File: src/rtl/serial_arith_pkg.sv
// Shared definitions for the bit-serial arithmetic datapath: FSM encoding,
// operation mode constants and the bit-counter sizing helper.
package serial_arith_pkg;

    typedef logic [1:0] state_t;

    localparam state_t ST_IDLE = 2'd0;
    localparam state_t ST_RUN  = 2'd1;
    localparam state_t ST_DONE = 2'd2;

    localparam logic MODE_ADD = 1'b0;
    localparam logic MODE_SUB = 1'b1;

    // Bit counter must address WIDTH bits, but never collapse to zero width.
    function automatic int cnt_width(input int w);
        return (w <= 1) ? 1 : $clog2(w);
    endfunction

endpackage

File: src/rtl/serial_adder_sub_fa_cell.sv
// Combinational 1-bit full adder, the single arithmetic cell of the serial datapath.
module fa_cell (
    input  logic a,
    input  logic b,
    input  logic ci,
    output logic s,
    output logic co
);

    assign s  = a ^ b ^ ci;
    assign co = (a & b) | (a & ci) | (b & ci);

endmodule

File: src/rtl/serial_adder_sub.sv
// Bit-serial adder/subtractor: one bit per clock, LSB first, through one
// full-adder cell and a carry flip-flop; start/busy/done handshake.
module serial_adder_sub
    import serial_arith_pkg::*;
#(
    parameter int WIDTH = 8
) (
    input  logic             clk,
    input  logic             rst,
    input  logic             start,
    input  logic             mode,
    input  logic [WIDTH-1:0] a,
    input  logic [WIDTH-1:0] b,
    input  logic             cin,
    output logic             busy,
    output logic             done,
    output logic [WIDTH-1:0] sum,
    output logic             cout,
    output logic             overflow
);

    localparam int            CW       = cnt_width(WIDTH);
    localparam logic [CW-1:0] LAST_BIT = CW'(WIDTH - 1);

    state_t           state;
    logic [WIDTH-1:0] a_sr;
    logic [WIDTH-1:0] b_sr;
    logic [WIDTH-1:0] res_sr;
    logic [WIDTH-1:0] res_next;
    logic             carry;
    logic [CW-1:0]    cnt;
    logic             fa_s;
    logic             fa_co;

    fa_cell u_fa (
        .a  (a_sr[0]),
        .b  (b_sr[0]),
        .ci (carry),
        .s  (fa_s),
        .co (fa_co)
    );

    // New sum bit enters at the MSB so the LSB-first stream ends up in order.
    assign res_next = (res_sr >> 1) | (WIDTH'(fa_s) << (WIDTH - 1));

    assign busy = (state == ST_RUN);
    assign done = (state == ST_DONE);

    always_ff @(posedge clk or posedge rst) begin
        if (rst) begin
            state    <= ST_IDLE;
            a_sr     <= '0;
            b_sr     <= '0;
            res_sr   <= '0;
            carry    <= 1'b0;
            cnt      <= '0;
            sum      <= '0;
            cout     <= 1'b0;
            overflow <= 1'b0;
        end else begin
            case (state)
                ST_IDLE, ST_DONE: begin
                    if (start) begin
                        a_sr   <= a;
                        b_sr   <= (mode == MODE_SUB) ? ~b : b;
                        carry  <= (mode == MODE_SUB) ? 1'b1 : cin;
                        res_sr <= '0;
                        cnt    <= '0;
                        state  <= ST_RUN;
                    end else begin
                        state  <= ST_IDLE;
                    end
                end
                ST_RUN: begin
                    a_sr   <= a_sr >> 1;
                    b_sr   <= b_sr >> 1;
                    res_sr <= res_next;
                    carry  <= fa_co;
                    cnt    <= cnt + CW'(1);
                    if (cnt == LAST_BIT) begin
                        // On the MSB step, 'carry' is the carry into the MSB.
                        sum      <= res_next;
                        cout     <= fa_co;
                        overflow <= carry ^ fa_co;
                        state    <= ST_DONE;
                    end
                end
                default: state <= ST_IDLE;
            endcase
        end
    end

endmodule
File: config.mk
export PLATFORM = sky130hd
export DESIGN_NAME = serial_adder_sub
export DESIGN_NICKNAME = d
export VERILOG_FILES = /design/src/rtl/serial_arith_pkg.sv /design/src/rtl/serial_adder_sub_fa_cell.sv /design/src/rtl/serial_adder_sub.sv
export SDC_FILE = /design/constraint.sdc
export NUM_CORES = 1
export LEC_CHECK = 0
export CORE_MARGIN = 4
export CORE_UTILIZATION = 54
export DETAILED_ROUTE_END_ITERATION = 8
export PLACE_DENSITY_LB_ADDON = 0.3
export SLEW_MARGIN = 20
export SYNTH_ARGS = -nofsm -noshare
export SYNTH_HDL_FRONTEND = slang
export SYNTH_SLANG_ARGS = --single-unit
File: constraint.sdc
create_clock -name clk -period 3.8 [get_ports clk]
set_input_delay 0.57 -clock clk [delete_from_list [all_inputs] [get_ports clk]]
set_output_delay 0.57 -clock clk [all_outputs]
set_load 0.01 [all_outputs]
## Word level (Yosys, flattened, before mapping)

Index checks and enable logic that the tools add are counted.

- Register bits after elaboration: 40
- Input port bits: 21
- Output and inout bits: 12

- Add/sub/neg operators: 1
- Equality and inequality tests: 5
- Muxes and demuxes: 15
- Bitwise operators: 10
- Reduce and logical (&&, ||, !) cells: 5

Operators by type and width:

| kind | count |
|---|---|
| $pmux W8 S2 | 3 |
| $mux W8 | 4 |
| $not A8 Y8 | 1 |
| $or A7 B8 Y8 | 1 |
| $pmux W3 S2 | 1 |
| $pmux W2 S2 | 1 |
| $reduce_and A2 Y1 | 2 |
| $add A3 B1 Y3 const B | 1 |
| $and A1 B1 Y1 | 3 |
| $eq A3 B3 Y1 const B | 1 |
| $mux W1 | 3 |
| $mux W3 | 1 |
| $xor A1 B1 Y1 | 3 |
| $eq A2 B1 Y1 const B | 1 |
| $eq A2 B2 Y1 const B | 1 |
| $logic_not A2 Y1 | 1 |
| $mux W2 | 1 |
| $ne A2 B1 Y1 const B | 1 |
| $ne A2 B2 Y1 const B | 1 |
| $or A1 B1 Y1 | 2 |
| $pmux W1 S2 | 1 |
| $reduce_bool A2 Y1 | 1 |
| $reduce_or A2 Y1 | 1 |

## Longest topological paths before layout

- Word-level depth: 4
- Depth in mapped cells: 6
- Mapped depth without buffers: 5

## Cells and area by module

From an unflattened synthesis, not the netlist that was laid out.

- Cell total of the unflattened synthesis: 124
- Area, all modules: 1667.8 um^2

Modules (own cells, without submodules):

| module | instances | cells an instance | area each (um^2) |
|---|---|---|---|
| serial_adder_sub | 1 | 123 | 1647.8 |
| fa_cell | 1 | 1 | 20.0 |

## Least setup slack after synthesis

OpenSTA, ideal clock, no wires.

- Path type: register to register
- From: reg cnt[0]
- To: reg cout
- Setup time: 0.125 ns
- Arrival time: 1.398 ns
- Required time: 3.675 ns
- Path slack: 2.277 ns
- Stages on the path, launching flop included: 6
- Buffers on the path: 1
- Clock period less this slack: 1.523 ns
- Path through: dfrtp_1 > ha_1 > ha_1 > nand3b_1 > buf_2 > mux2_2

- Word-level cells in the longest chain between the ends: 2

RTL lines:

| element | line | RTL |
|---|---|---|
| start, declared | serial_adder_sub.sv:31 | `logic [CW-1:0] cnt;` |
| start signal, assigned | serial_adder_sub.sv:79 | `cnt <= cnt + CW'(1);` |
| $eq A3 B3 Y1 | serial_adder_sub.sv:80 | `if (cnt == LAST_BIT) begin` |
| $reduce_and A2 Y1 (no line) | - |  |
| end signal, assigned | serial_adder_sub.sv:83 | `cout <= fa_co;` |
| end, declared | serial_adder_sub.sv:18 | `output logic cout,` |

No other way between the ends.
A chain may end at the register's enable or synchronous reset.

## Worst setup path in the final report

- From: in start
- To: reg b_sr[1]

- Word-level cells in the longest chain between the ends: 2

RTL lines:

| element | line | RTL |
|---|---|---|
| start, declared | serial_adder_sub.sv:10 | `input logic start,` |
| $ne A2 B2 Y1 (no line) | - |  |
| $reduce_and A2 Y1 (no line) | - |  |
| end signal, assigned | serial_adder_sub.sv:65 | `b_sr <= (mode == MODE_SUB) ? ~b : b;` |
| end signal, assigned | serial_adder_sub.sv:76 | `b_sr <= b_sr >> 1;` |
| end, declared | serial_adder_sub.sv:27 | `logic [WIDTH-1:0] b_sr;` |

No other way between the ends.

==> results.md <==
- The slowest library cell on the worst path is sky130_fd_sc_hd__nor2b_1.
- After detailed routing, the average wire length per cell comes to 16.4 um.
- The routed design could run at a clock period as short as 2080 ps.
- Of all nets on the critical path, the largest fanout is 27.
- After synthesis, the cell types taking the most area are sky130_fd_sc_hd__dfrtp_1, sky130_fd_sc_hd__a22o_1, sky130_fd_sc_hd__mux2_2.
- The number of flops mapped to enable cells by yosys is 0.
- During synthesis, Yosys emitted a total of 0 warnings.
- The register clock-pin slew on the reported worst setup and hold paths is 100 ps.
- After the first detailed-routing iteration, the DRC count stood at 38.
- For this run, the share of the core covered by cells in the final layout is 72.7%.
- The worst hold path begins at overflow$_DFFE_PP0P_.
- The post-detailed-placement half-perimeter wirelength is 2.25 mm.
- From bottom edge to top edge, the die measures 63.7 um.
- The post-route netlist has 14.0% of its cells at a drive strength greater than 1.
- Traced cell by cell, the critical path runs through clkdlybuf4s50_1 -> nor2b_1 -> nor2_8 -> a221o_1.
- After synthesis, the mean cell area works out to 13.5 um2.
- In this run the critical register-to-register path is launched from state[0]$_DFFE_PP0P_.
- The clock tree from TritonCTS is yes.
- The most frequently used cell type in the post-synthesis netlist is sky130_fd_sc_hd__dfrtp_1.
- Across every metal layer, demand over resource in global routing totals 17.4%.
- The floorplan core area is 0.00285 mm2.
- Counting along the longest clock path gives a buffer depth of 2.
- The via density per instance is 5.76.
- The clock arrives with 14.7 ps of skew.
- The number of antenna violations at the first check in global routing is 0.
- From synthesis to final layout, the design area changed by 23.7%.
- The type of the worst min-delay path is flip-flop to flip-flop.
- The hold-critical path depth is 2.
- Once the clock tree was built, the resizer swapped 0 gates to a different size.
- Entering global routing, the biggest net connects 40 pins.
- The share of power burned in registers is 42.7%.
- Dividing the final minimum period by the clock period gives 54.8%.
- The total power per unit cell area is 817 mW/mm2.
- The overall overflow remaining after global route is 0.
- The data required time at the worst endpoint is 4030 ps.
- Max-cap violations in this run came to 0.
- For this run, the top clock speed supported by timing is 0.480 GHz.
- TritonCTS created 5 clock buffers.
- The power dissipated by switching net loads is 0.000561 W.
- Measured in cells, the most critical reg-to-reg path has a length of 3.
- The maximum ir drop on the vdd rail is 0.456 mV.
- During placement, the flow inserted port buffers numbering 32.
- At the end of routability-driven placement, the weighted congestion stood at 0.713.
- The I/O pin total is 33.
- The die span in x is 63.7 um.
- The via count of the first global-routing pass is 1084.
- The synthesized design spends more area on one cell type than any other, namely sky130_fd_sc_hd__dfrtp_1.
- After floorplanning, the core was divided into 19 placement rows.
- The fraction of power consumed by combinational cells is 41.0%.
- The count of final setup violators is 0.
- The end of the worst register-to-register path is b_sr[1]$_DFFE_PP0P_.
- The category of the critical setup timing path is input pin to flip-flop.
- The first-pass detailed-route iteration total is 4.
- Setup slack on the worst reg-to-reg path comes out at 2000 ps.
- The antenna cell count is 0.
- The share of synthesized registers carrying an async set or reset is 100%.
- The largest single stage delay on the critical path is 730 ps.
- Including well taps, the total number of placed cells is 180.
- The flow ran to the end, and the final reports show no timing, DRC or antenna violations.
- After technology mapping, the gate count stands at 124.
- The cell area that synthesis handed to floorplanning was 0.00168 mm2.
- The commonest cells after synthesis are sky130_fd_sc_hd__dfrtp_1, sky130_fd_sc_hd__a22o_1, sky130_fd_sc_hd__mux2_2, sky130_fd_sc_hd__nor2_1.
- Among all flip-flop cells after synthesis, the most frequent one is sky130_fd_sc_hd__dfrtp_1.
- The number of vias after detailed routing is 1083.
- The kind of start point of the critical path is an input pin.
- The count of buffers added by post-CTS timing repair for setup is 0.
- The global-route wire length before repair is 5.42 mm.
- The initial standard-cell utilization of the core is 58.8%.
- The level count of the clock H-tree is 2.
- The tightest slew margin relative to the limit is 38.8%.
- The flop and latch count out of synthesis is 39.
- The post-route setup TNS is 0 ps.
- In the routed design, unresolved DRC markers number 0.
- At the end of the flow, the number of nets in the layout was 180.
- Of the total power, the share spent switching nets is 33.1%.
- The data arrival time of the critical path is 2310 ps.
- Sequential elements use 58.2% of the synthesized area.
- The final routed wirelength across all metal layers is 3.08 mm.
- Cell internal power was estimated by the tool at 0.00113 W.
- The clock network accounts for 16.3% of the total power.
- The final hold violation count was 0.
- The number of distinct standard cells referenced by the synthesized netlist is 23.
- The path with the worst hold slack has its endpoint at overflow$_DFFE_PP0P_.
- The total nets after synthesis is 148.
- After synthesis, the largest area contributor takes up 58.2% of total cell area.
- Clock tree synthesis selected as its root buffer the cell sky130_fd_sc_hd__clkbuf_4.
- The final max-slew violation count is 0.
- Excluding fillers, the count of instances in the completed layout stands at 188.
- The worst-skew pair later-pin latency is 350 ps.
- The full die area is 0.00406 mm2.
- The sort of element at the end of the critical path is a flip-flop.
- The number of nets with antenna violations after routing is 0.
- The measured slew at the worst slew-check pin is 916 ps.
- The hold-fix buffer count after cts is 0.
- Setup repair after global routing left no endpoint under its margin.
- Summed over all cells, the static leakage comes to 0.979 nW.
- The CTS sink count is 39.
==> critical path, delay by kind of cell <==
family | cells | cell delay [ps]
compound gates | 1 | 350
buf+inv | 1 | 470
simple gates | 2 | 910
==> cell type report <==
type / count / area [um2]
multi-input cells: 73 / 631
clock inverters: 3 / 43.8
inverters: 3 / 11.3
fillers: 216 / 779
clock buffers: 5 / 37.5
flip-flops and latches: 39 / 976
well taps: 31 / 38.8
repair buffers: 34 / 335
==> cell families (layout without fill, tap and decap cells) <==
| family | count (synthesis) | count (layout) | synth area share, % |
|---|---|---|---|
| mux | 10 | 10 | 6.72 |
| simple gates | 16 | 16 | 5.60 |
| buf+inv | 12 | 45 | 4.18 |
| compound gates | 35 | 35 | 17.9 |
| flops | 39 | 39 | 58.2 |
| fa+ha+maj | 3 | 3 | 2.69 |
| xor+xnor | 9 | 9 | 4.70 |
==> power groups by stage <==
stage,registers [W],logic (W),clock network [W]
floorplan,0.000720,0.000491,0
global placement,0.000716,0.000660,0
detailed placement,0.000733,0.000706,0
CTS,0.000724,0.000704,0.000279
global route,0.000750,0.000764,0.000302
finish,0.000723,0.000695,0.000276
==> layout by cell type, fill, tap and decap left out, types with 2 or more instances in the layout <==
cell type / count
sky130_fd_sc_hd__ha_1: 2
sky130_fd_sc_hd__nor2_1: 9
sky130_fd_sc_hd__buf_4: 2
sky130_fd_sc_hd__xnor2_1: 8
sky130_fd_sc_hd__dfrtp_1: 39
sky130_fd_sc_hd__a22o_1: 18
sky130_fd_sc_hd__clkdlybuf4s50_1: 32
sky130_fd_sc_hd__mux2_2: 10
sky130_fd_sc_hd__o21ai_0: 2
sky130_fd_sc_hd__a221o_1: 8
sky130_fd_sc_hd__clkbuf_4: 5
sky130_fd_sc_hd__a21o_1: 7
sky130_fd_sc_hd__inv_1: 3
==> state kept, by name, indices dropped and copies added (netlist names) <==
signal and count:
a_sr 8, carry 1, res_sr 7, b_sr 8
overflow 1, cnt 3, sum 8, cout 1
state 2
==> through the flow <==
| step | hold WS, ps | setup WS, ps | power [W] | cell area [um2] |
|---|---|---|---|---|
| floorplan | 450 | 2280 | 0.00121 | 1680 |
| global placement | 461 | 1430 | 0.00138 | 1990 |
| detailed placement | 469 | 1320 | 0.00144 | 1990 |
| CTS | 493 | 1700 | 0.00171 | 2070 |
| global route | 518 | 1540 | 0.00182 | 2070 |
| finish | 491 | 1720 | 0.00169 | 2070 |
==> per-layer routing <==
metal | part of all wire (%) | GRT usage (%) | vias up | routed length [um]
li1 | - | - | 517 | -
met5 | 0 | 0 | - | 0
met1 | 44 | 21.5 | 533 | 1360
met2 | 49 | 29.2 | 28 | 1520
met3 | 5.0 | 5.15 | 5 | 153
met4 | 1.2 | 5.66 | 0 | 37
==> worst max-delay path by stage <==
stage,end,slack (ps),cells after the start,from
after CTS,b_sr[1]$_DFFE_PP0P_,1700,4,start
final,b_sr[1]$_DFFE_PP0P_,1720,4,start
after global routing,b_sr[1]$_DFFE_PP0P_,1540,4,start
after detailed placement,b_sr[1]$_DFFE_PP0P_,1320,4,start
after global placement,b_sr[0]$_DFFE_PP0P_,1430,4,start
after floorplan,cout$_DFFE_PP0P_,2280,5,cnt[0]$_DFFE_PP0P_
Note: power is estimated with default switching activity, not from simulation.
